### config.mk
export PLATFORM = sky130hd
export DESIGN_NAME = fabric_addr_router
export DESIGN_NICKNAME = d
export VERILOG_FILES = /design/src/rtl/fabric_addr_router.sv
export SDC_FILE = /design/constraint.sdc
export NUM_CORES = 1
export LEC_CHECK = 0
export CAP_MARGIN = 20
export CELL_PAD_IN_SITES_DETAIL_PLACEMENT = 1
export CELL_PAD_IN_SITES_GLOBAL_PLACEMENT = 1
export CORE_UTILIZATION = 10
export DETAILED_ROUTE_END_ITERATION = 12
export PLACE_DENSITY = 0.95
export SYNTH_ARGS = -nofsm -noshare
export SYNTH_HDL_FRONTEND = slang
export SYNTH_SLANG_ARGS = --single-unit
export TNS_END_PERCENT = 100
### constraint.sdc
create_clock -name clk -period 1.9 [get_ports clk]
set_input_delay 0.38 -clock clk [delete_from_list [all_inputs] [get_ports clk]]
set_output_delay 0.38 -clock clk [all_outputs]
set_load 0.1 [all_outputs]
### src/rtl/fabric_addr_router.sv
// fabric_addr_router: routes one upstream request port to N downstream slaves
// by base/mask decode, keeps responses in order by only ever having a single
// target outstanding, and answers unmapped requests either from a default
// slave or from a built-in error responder.
module fabric_addr_router #(
    parameter int                           N             = 2,
    parameter int                           ADDR_W        = 32,
    parameter int                           DATA_W        = 32,
    parameter int                           MAX_OUTST     = 4,
    parameter bit                           HAS_DEFAULT   = 1'b1,
    parameter int                           DEFAULT_SLAVE = 0,
    parameter logic [N-1:0][ADDR_W-1:0]     SLAVE_BASE    = '0,
    parameter logic [N-1:0][ADDR_W-1:0]     SLAVE_MASK    = '0
) (
    input  logic                  clk,
    input  logic                  rst,
    input  logic                  m_req_valid,
    output logic                  m_req_ready,
    input  logic [ADDR_W-1:0]     m_req_addr,
    input  logic                  m_req_write,
    input  logic [DATA_W-1:0]     m_req_wdata,
    output logic [N-1:0]          s_req_valid,
    input  logic [N-1:0]          s_req_ready,
    output logic [ADDR_W-1:0]     s_req_addr,
    output logic                  s_req_write,
    output logic [DATA_W-1:0]     s_req_wdata,
    input  logic [N-1:0]          s_rsp_valid,
    output logic [N-1:0]          s_rsp_ready,
    input  logic [N*DATA_W-1:0]   s_rsp_rdata,
    input  logic [N-1:0]          s_rsp_err,
    output logic                  m_rsp_valid,
    input  logic                  m_rsp_ready,
    output logic [DATA_W-1:0]     m_rsp_rdata,
    output logic                  m_rsp_err,
    output logic [15:0]           decode_err_cnt
);

    localparam int            TW      = $clog2(N + 1);
    localparam int            CW      = $clog2(MAX_OUTST + 1);
    localparam logic [TW-1:0] ERR_TGT = TW'(N);
    localparam logic [CW-1:0] MAX_CNT = CW'(MAX_OUTST);

    logic [TW-1:0] r_cur_tgt;
    logic [CW-1:0] r_outst;
    logic [15:0]   r_err_cnt;

    logic [TW-1:0] w_tgt;
    logic          w_tgt_err;
    logic          w_ok;
    logic          w_accept;
    logic          w_pop;

    // Address decode: lowest-index hit wins, otherwise default slave or error responder.
    always_comb begin
        w_tgt = HAS_DEFAULT ? TW'(DEFAULT_SLAVE) : ERR_TGT;
        for (int i = N - 1; i >= 0; i--) begin
            if ((m_req_addr & SLAVE_MASK[i]) == SLAVE_BASE[i]) begin
                w_tgt = TW'(i);
            end
        end
    end

    assign w_tgt_err = (w_tgt == ERR_TGT);

    // Only one target may be in flight; a new target waits for a fully drained count.
    assign w_ok = (r_outst == '0) || ((w_tgt == r_cur_tgt) && (r_outst < MAX_CNT));

    // Request issue: steer valid to the decoded slave, ready comes back from it.
    always_comb begin
        s_req_valid = '0;
        m_req_ready = 1'b0;
        if (w_tgt_err) begin
            m_req_ready = w_ok;
        end
        for (int i = 0; i < N; i++) begin
            if (w_tgt == TW'(i)) begin
                s_req_valid[i] = m_req_valid && w_ok;
                m_req_ready    = w_ok && s_req_ready[i];
            end
        end
    end

    assign s_req_addr  = m_req_addr;
    assign s_req_write = m_req_write;
    assign s_req_wdata = m_req_wdata;

    // Response return: only the current target is listened to, and only while something is outstanding.
    always_comb begin
        m_rsp_valid = 1'b0;
        m_rsp_rdata = '0;
        m_rsp_err   = 1'b0;
        s_rsp_ready = '0;
        if (r_outst != '0) begin
            if (r_cur_tgt == ERR_TGT) begin
                m_rsp_valid = 1'b1;
                m_rsp_err   = 1'b1;
            end
            for (int i = 0; i < N; i++) begin
                if (r_cur_tgt == TW'(i)) begin
                    m_rsp_valid    = s_rsp_valid[i];
                    m_rsp_rdata    = s_rsp_rdata[i*DATA_W +: DATA_W];
                    m_rsp_err      = s_rsp_err[i];
                    s_rsp_ready[i] = m_rsp_ready;
                end
            end
        end
    end

    assign w_accept = m_req_valid && m_req_ready;
    assign w_pop    = m_rsp_valid && m_rsp_ready;

    // Target, outstanding count and saturating decode-error counter.
    always_ff @(posedge clk or posedge rst) begin
        if (rst) begin
            r_cur_tgt <= '0;
            r_outst   <= '0;
            r_err_cnt <= '0;
        end else begin
            if (w_accept) begin
                r_cur_tgt <= w_tgt;
            end
            if (w_accept && !w_pop) begin
                r_outst <= r_outst + CW'(1);
            end else if (!w_accept && w_pop) begin
                r_outst <= r_outst - CW'(1);
            end
            if (w_accept && w_tgt_err && (r_err_cnt != 16'hFFFF)) begin
                r_err_cnt <= r_err_cnt + 16'd1;
            end
        end
    end

    assign decode_err_cnt = r_err_cnt;

endmodule

* Yosys cells after proc, flatten, opt, wreduce, memory -nomap -nowiden
Index checks and enable logic that the tools add are counted.
** Storage, ports and cells
- Register bits after elaboration :: 3
- Input port bits :: 139
- Output and inout port bits :: 120
- Word-level logic and storage cells :: 22
** Operators by class
- Add/subtract/negate cells :: 2
- Magnitude comparators :: 1
- Mux-type cells :: 6
- Reductions and logical operators :: 12
** Operators by type and width (number)
- $mux W32 :: 1
- $logic_and A1 B1 Y1 :: 6
- $mux W3 :: 2
- $add A3 B1 Y3 const B :: 1
- $logic_not A3 Y1 :: 1
- $lt A3 B3 Y1 const B :: 1
- $mux W1 :: 3
- $reduce_bool A3 Y1 :: 1
- $sub A3 B1 Y3 const B :: 1
- $logic_not A1 Y1 :: 2
- $reduce_bool A2 Y1 :: 1
- $logic_or A1 B1 Y1 :: 1

* Depth between registers and ports, before layout
Gate-level depths: netlist of run 1.
- Depth in word-level cells :: 8
- Mapped depth :: 9

* Least setup slack after synthesis of run 1
No wires, ideal clock.
- Path type :: reg2reg
- Start point :: reg r_outst[2]
- End point :: reg r_outst[2]
- Setup time :: 0.079 ns
- Arrival :: 3.035 ns
- Required time :: 1.821 ns
- Path slack :: -1.214 ns
- Stages on the path, launching flop included :: 9
- Path buffers :: 0
- Clock period less this slack :: 3.114 ns
- Path through :: dfrtp_1 > nor2b_1 > and2_1 > ha_1 > inv_1 > fa_1 > xor2_1 > nor2_1 > xor2_1
** Between the ends
- Longest elaborated chain between the ends :: 7
** Ends and longest elaborated chain
- from (decl) :: RTL line 44 : logic [CW-1:0] r_outst;
- from (signal assigned) :: RTL line 123 : r_outst <= r_outst + CW'(1);
- from (signal assigned) :: RTL line 125 : r_outst <= r_outst - CW'(1);
- $lt A3 B3 Y1 / $logic_not A3 Y1 (equally long branches) :: RTL line 66 : assign w_ok = (r_outst == '0) || ((w_tgt == r_cur_tgt) && (r_outst < MAX_CNT));
- $logic_or A1 B1 Y1 * :: RTL line 66
- $logic_and A1 B1 Y1 * :: RTL line 78 : m_req_ready = w_ok && s_req_ready[i];
- named net m_req_ready :: RTL line 18 : output logic m_req_ready,
- $logic_and A1 B1 Y1 * :: RTL line 109 : assign w_accept = m_req_valid && m_req_ready;
- $logic_not A1 Y1 :: RTL line 124 : end else if (!w_accept && w_pop) begin
- $logic_and A1 B1 Y1 :: RTL line 124
- $reduce_bool A2 Y1 (no line)
Mark *: on every way through the listed nets, which the timed path passes. The rest lies on a longest branch. The select of a mux whose other input is x is not followed.
A chain may end at the register's enable or synchronous reset.

* Final worst setup path of run 1
- Start point :: in s_req_ready[0]
- End point :: reg r_outst[2]
** Between the ends
- Longest elaborated chain between the ends :: 5
** Ends and longest elaborated chain
- from (decl) :: RTL line 23 : input logic [N-1:0] s_req_ready,
- $logic_and A1 B1 Y1 * :: RTL line 78
- $logic_and A1 B1 Y1 * :: RTL line 109
- $logic_not A1 Y1 :: RTL line 124
- $logic_and A1 B1 Y1 :: RTL line 124
- $reduce_bool A2 Y1 (no line)
Every way passes the cells marked *; elsewhere a longest branch is shown, timed or not.

==> results of run 1 <==
[cells by family (layout without fill, tap and decap cells)]
group / after synthesis / count (layout) / share of synthesized area (%)
other: 1 / 18 / 0.354
adders and majority gates: 2 / 2 / 3.07
and+or+nand+nor: 41 / 41 / 24.9
xor gates and xnor gates: 3 / 3 / 2.48
DFF: 3 / 3 / 7.09
muxes: 1 / 1 / 1.06
buffers and inverters: 88 / 101 / 61.0
[cell type report]
class,count,area (um^2),share of cell area (%)
timing repair buffer,95,1330,61.8
inverter,2,7.51,0.349
clock buffer,4,45.0,2.09
tap,136,170,7.91
sequential,3,76.3,3.55
multi-input combinational,65,523,24.3
[layout by cell type (no fill, tap or decap), types with 2 or more instances in the layout]
| cell | Yosys | final |
|---|---|---|
| buf_12 | 0 | 39 |
| buf_4 | 83 | 15 |
| buf_8 | 0 | 2 |
| clkbuf_8 | 0 | 3 |
| clkdlybuf4s50_1 | 0 | 38 |
| conb_1 | 1 | 18 |
| dfrtp_1 | 3 | 2 |
| nor2b_2 | 0 | 33 |
| xor2_1 | 2 | 2 |
[where the power goes]
group	switching, mW	internal, mW
Combinational	2.19	1.31
Clock	0.0424	0.143
Sequential	0.0392	0.102
Total	2.28	1.56
[routing by layer]
metal	track usage, %	part of all wire [%]	vias up	wire (um)
met2	8.23	48	77	1470
met4	3.72	4.5	0	136
met5	0	0	-	0
met3	1.81	13	28	395
met1	4.28	34	392	1030
li1	-	-	372	-
[repair_timing]
| item | 4_1_cts | 5_1_grt |
|---|---|---|
| setup buffers | 1 | 7 |
| pin swaps | 6 | 6 |
| cloned | 0 | 1 |
| setup endpoints to repair | 29 | 31 |
| resized for setup | 7 | 13 |
[worst paths after layout]
path                                           to  slack (ns)  cells after the start
max                        r_outst[2]$_DFFE_PP0P_       -0.04                      9
min                        r_outst[0]$_DFFE_PP0P_        0.34                      2
max reg2reg                r_outst[2]$_DFFE_PP0P_       -0.04                      9
min reg2reg                r_outst[2]$_DFFE_PP0P_        0.63                      2
max in group asynchronous  r_outst[2]$_DFFE_PP0P_        1.42                      2
min in group clk           r_outst[2]$_DFFE_PP0P_        0.63                      2
[per-stage QoR]
| step | hold WS, ns | instance area (um^2) |
|---|---|---|
| detailed placement | 0.567 | 1950 |
| CTS | 0.338 | 2020 |
| finish | 0.335 | 2150 |
| global route | 0.353 | 2150 |
| global placement | 0.561 | 1950 |
| floorplan | 0.134 | 1210 |
==> results.toml, run 1 <==
[synthesis]
async_flop_share_pct = 100
synth_common_cells = "buf_4, nor2b_1, buf_2, dfrtp_1"
synth_edf_count = 0
syn_avg_cell_area_um2 = 7.62
synth_seq_area_share_pct = 7.09
yosysTopAreaCellShare_pct = 58.9
synth_cells = 139
ys_ff_latch = 3
synth.area.top_cells = "buf_4, nor2b_1, dfrtp_1"
synth_ff_type = "dfrtp_1"
synth_cell_types = 16
netlist_area_um2 = 1060
synth.largest_area_cell = "buf_4"
yosysWarnings = 0
synth.most_common_cell = "buf_4"

[finish]
utilization_pct = 20.9
diodes = 0
top_register = "r_outst"
largest_reg_flops = 3
layout.cells.non_filler = 305
fill_cells = 1173
nNetsFinal = 311
drive_gt1_share_pct = 60.9
reg.largest.list = "r_outst (3)"
syn2layout_area_growth_pct = 103

[routing]
drt_iter0_drc = 17
post-route-drc-count = 0
avgRoutedWirePerCell_um = 9.92
wl_um = 3030
drt_pass1_iterations = 2
viasPerCell = 2.85
antenna_left = 0
vias = 869

[floorplan]
start_util_pct = 10.3
die_height_um = 105
die_area_um2 = 11000
ioPinCount = 259
num_rows = 37
core_area_um2 = 10300
die_width_um = 105

[cts]
postCtsHoldBufs = 0
cts_made_buffers = 3
cts_buffer_depth = 2
cts.sinks = 3
clockRootBuffer = "clkbuf_8"
htree_levels = 1
clkLatencyLatePin_ns = 0.22
clk_pin_slew_ns = 0.03
cts_tree = "done"

[placement]
gp_congestion = 0.629
post-place-ws_ns = -0.340
post-dp-hpwl_um = 2450
placed_cells = 292
io_buffers = 75

[timing]
period_minus_slack_ns = 1.94
fin_setup_tns_ns = -0.123
rsz0062_at_grt = "true"
fin_crit_sh_pct = 102
finalClockSkew_ns = 0.000284
fmax_ghz = 0.516
finalHoldViolations = 0
setup_violations = 4
drv_slew = 0
final.setup.worst_slack_ns = -0.0396

[job]
max-cap-violations = 0

[pwr]
p_total_mw = 3.83
worst_ir_drop_vdd_mv = 0.607
power.density_nw_per_um2 = 1780
p_leak_nw = 0.924

[critical_path]
cp_max_fo = 2
path_delay_family = "buffers and inverters"
slowest_stage = "clkdlybuf4s50_1"
worstSetupStartpoint = "s_req_ready[0]"
worst-endpoint-arrival_ns = 2.07
required_ns = 2.03
start_kind = "primary input"
cp_slowest_stage_delay_ns = 0.46
path_buf_inv = 2
end_kind = "flop"
cpMostUsedCell = "xor2_1"
rr_startpoint = "r_outst[2]$_DFFE_PP0P_"
crit_type = "in -> reg"
crit_chain = "clkdlybuf4s50_1 -> nor2b_4 -> and2_4 -> ha_4 -> inv_2 -> fa_2 -> xor2_1 -> nor2_1 -> xor2_1"

[global_routing]
grt_pass1_wl_um = 4090
grt_max_degree = 13
overflow = 0
grtUsageTotal_pct = 4.67
grt_pass1_vias = 848
antenna_found_initial = 0

[outcome]
outcome = "finished with violations"
violations = "setup timing"

[min_path]
min-delay-path-class = "in -> async"
No activity file was read; power rests on OpenSTA's default activity.
==> run 2, diff against run 1 <==
Settings changed: CAP_MARGIN 20 to not set.
==> results of run 2 <==
The final DEF is identical to that of run 1; final timing and power are the same.
==> run 3, diff against run 2 <==
Settings changed: ABC_AREA set to 1.
==> run 3 against run 2 <==
The run now ends clean; setup slack better by 0.11 ns; clock skew up 0.0030 ns; power up 14%; count of clock-buffer cells in the layout unchanged; combinational power up 11%; synthesized area up 7.8%; sequential power about the same; wire length up 9.9%.
==> results.toml, run 3 <==
[routing]
drt_iter0_drc = 21
antenna_left = 0
post-route-drc-count = 0
wl_um = 3330
viasPerCell = 2.98
avgRoutedWirePerCell_um = 9.62
drt_pass1_iterations = 3
vias = 1031

[synthesis]
synth.most_common_cell = "buf_4"
synth_edf_count = 0
yosysTopAreaCellShare_pct = 54.6
synth_ff_type = "dfrtp_1"
yosysWarnings = 0
synth.area.top_cells = "buf_4, inv_1, nor2_1"
synth.largest_area_cell = "buf_4"
netlist_area_um2 = 1140
synth_seq_area_share_pct = 6.58
syn_avg_cell_area_um2 = 6.20
ys_ff_latch = 3
synth_cells = 184
synth_cell_types = 15
synth_common_cells = "buf_4, inv_1, nor2_1"
async_flop_share_pct = 100

[critical_path]
rr_startpoint = "r_outst[0]$_DFFE_PP0P_"
crit_type = "reg -> out"
reg2reg_to = "r_outst[2]$_DFFE_PP0P_"
end_kind = "output port"
worst-endpoint-arrival_ns = 1.45
required_ns = 1.52
r2r_slack_ns = 0.08
cp_max_fo = 12
start_kind = "flop"
r2r_cells = 11

[timing]
fin_crit_sh_pct = 96.2
final.setup.worst_slack_ns = 0.0722
period_minus_slack_ns = 1.83
holdWs_ns = 0.315
rsz0062_at_grt = "true"
fmax_ghz = 0.547
drv_slew = 0
finalClockSkew_ns = 0.00326
setup_violations = 0
finalHoldViolations = 0

[placement]
post-dp-hpwl_um = 2810
placed_cells = 339
io_buffers = 75
gp_congestion = 0.641
post-place-ws_ns = -0.323

[finish]
final_common_cell = "inv_1"
nNetsFinal = 348
top_register = "r_outst"
syn2layout_area_growth_pct = 86.1
seq_area_um2 = 75.1
largest_reg_flops = 3
final_cell_mix = "inv_1, buf_12, clkdlybuf4s50_1"
fill_cells = 1276
reg.largest.list = "r_outst (3)"
drive_gt1_share_pct = 34.0
diodes = 0
layout.cells.non_filler = 346
multi_input_area_um2 = 377
utilization_pct = 19.3

[floorplan]
num_rows = 38
die_width_um = 109
start_util_pct = 10.4
core_area_um2 = 11000
ioPinCount = 259
die_height_um = 109
die_area_um2 = 11800

[cts]
cts.sinks = 3
clockRootBuffer = "clkbuf_16"
postCtsHoldBufs = 0
htree_levels = 1
cts_tree = "done"
cts_buffer_depth = 2
clk_pin_slew_ns = 0.03
cts_made_buffers = 3
clkLatencyLatePin_ns = 0.23

[outcome]
outcome = "finished, final reports clean"

[global_routing]
antenna_found_initial = 0
overflow = 0
grtUsageTotal_pct = 5.28
grt_pass1_vias = 984
grt_pass1_wl_um = 4660
grt_max_degree = 13

[pwr]
power.density_nw_per_um2 = 2050
p_leak_nw = 1.04
worst_ir_drop_vdd_mv = 0.803
p_total_mw = 4.36

[job]
max-cap-violations = 0

[min_path]
min-delay-path-class = "in -> async"
==> run 3: kinds of logic (layout without fill, tap and decap cells) <==
| kind of cell | Yosys count | count (layout) | share of synthesized area [%] |
|---|---|---|---|
| buffers and inverters | 128 | 133 | 71.4 |
| and+or+nand+nor | 49 | 49 | 18.1 |
| DFF | 3 | 3 | 6.58 |
| adders and majority gates | 2 | 2 | 2.85 |
| other | 1 | 18 | 0.329 |
| xor gates and xnor gates | 1 | 1 | 0.768 |
==> run 3: final cells by class <==
type / instances / area share [%]
sequential: 3 / 3.54
timing repair buffer: 87 / 59.2
clock buffer: 4 / 3.71
multi-input combinational: 70 / 17.7
inverter: 42 / 7.54
tap: 140 / 8.25
==> run 3: worst max-delay path, cell delays in order (launching register included) <==
cell and delay, ns:
dfrtp_1 0.39, nor3_4 0.25, buf_6 0.17, buf_6 0.16
nor2_1 0.08, buf_12 0.17
==> run 3: power by group <==
part,switching [mW],internal [mW]
logic,2.55,1.33
clock network,0.0656,0.278
registers,0.0412,0.0979
total,2.65,1.71
==> run 3: worst max path at each step <==
stage,start,to,slack (ns),cells after the start
final,r_outst[0]$_DFFE_PP0P_,m_rsp_rdata[28],0.07,5
after global routing,r_outst[0]$_DFFE_PP0P_,r_outst[2]$_DFFE_PP0P_,-0.01,11
after CTS,m_req_valid,r_outst[2]$_DFFE_PP0P_,0.02,10
after detailed placement,s_req_ready[0],r_outst[2]$_DFFE_PP0P_,-0.32,10
after global placement,s_req_ready[0],r_outst[2]$_DFFE_PP0P_,-0.33,10
after floorplan,r_outst[0]$_DFFE_PP0P_,m_rsp_rdata[0],-0.41,3
==> run 3: routing by layer <==
layer,routed length [um],vias up,track usage (%)
met5,0,-,0
li1,-,455,-
met2,1630,91,8.86
met3,541,31,3.89
met4,193,0,4.34
met1,967,454,4.05
==> run 3: timing repair <==
action,in CTS,in global routing
setup endpoints to repair,35,2
gates resized for setup,12,7
hold endpoints to repair,0,0
setup buffers,1,1
pin swaps,4,7
cloned,1,0
==> run 3: metrics by stage <==
stage | TNS, ns | instance area (um^2)
after floorplan | -11.63 | 1220
after global placement | -0.534 | 1940
after detailed placement | -0.523 | 1940
after CTS | 0 | 2100
after global routing | -0.0118 | 2120
final | 0 | 2120
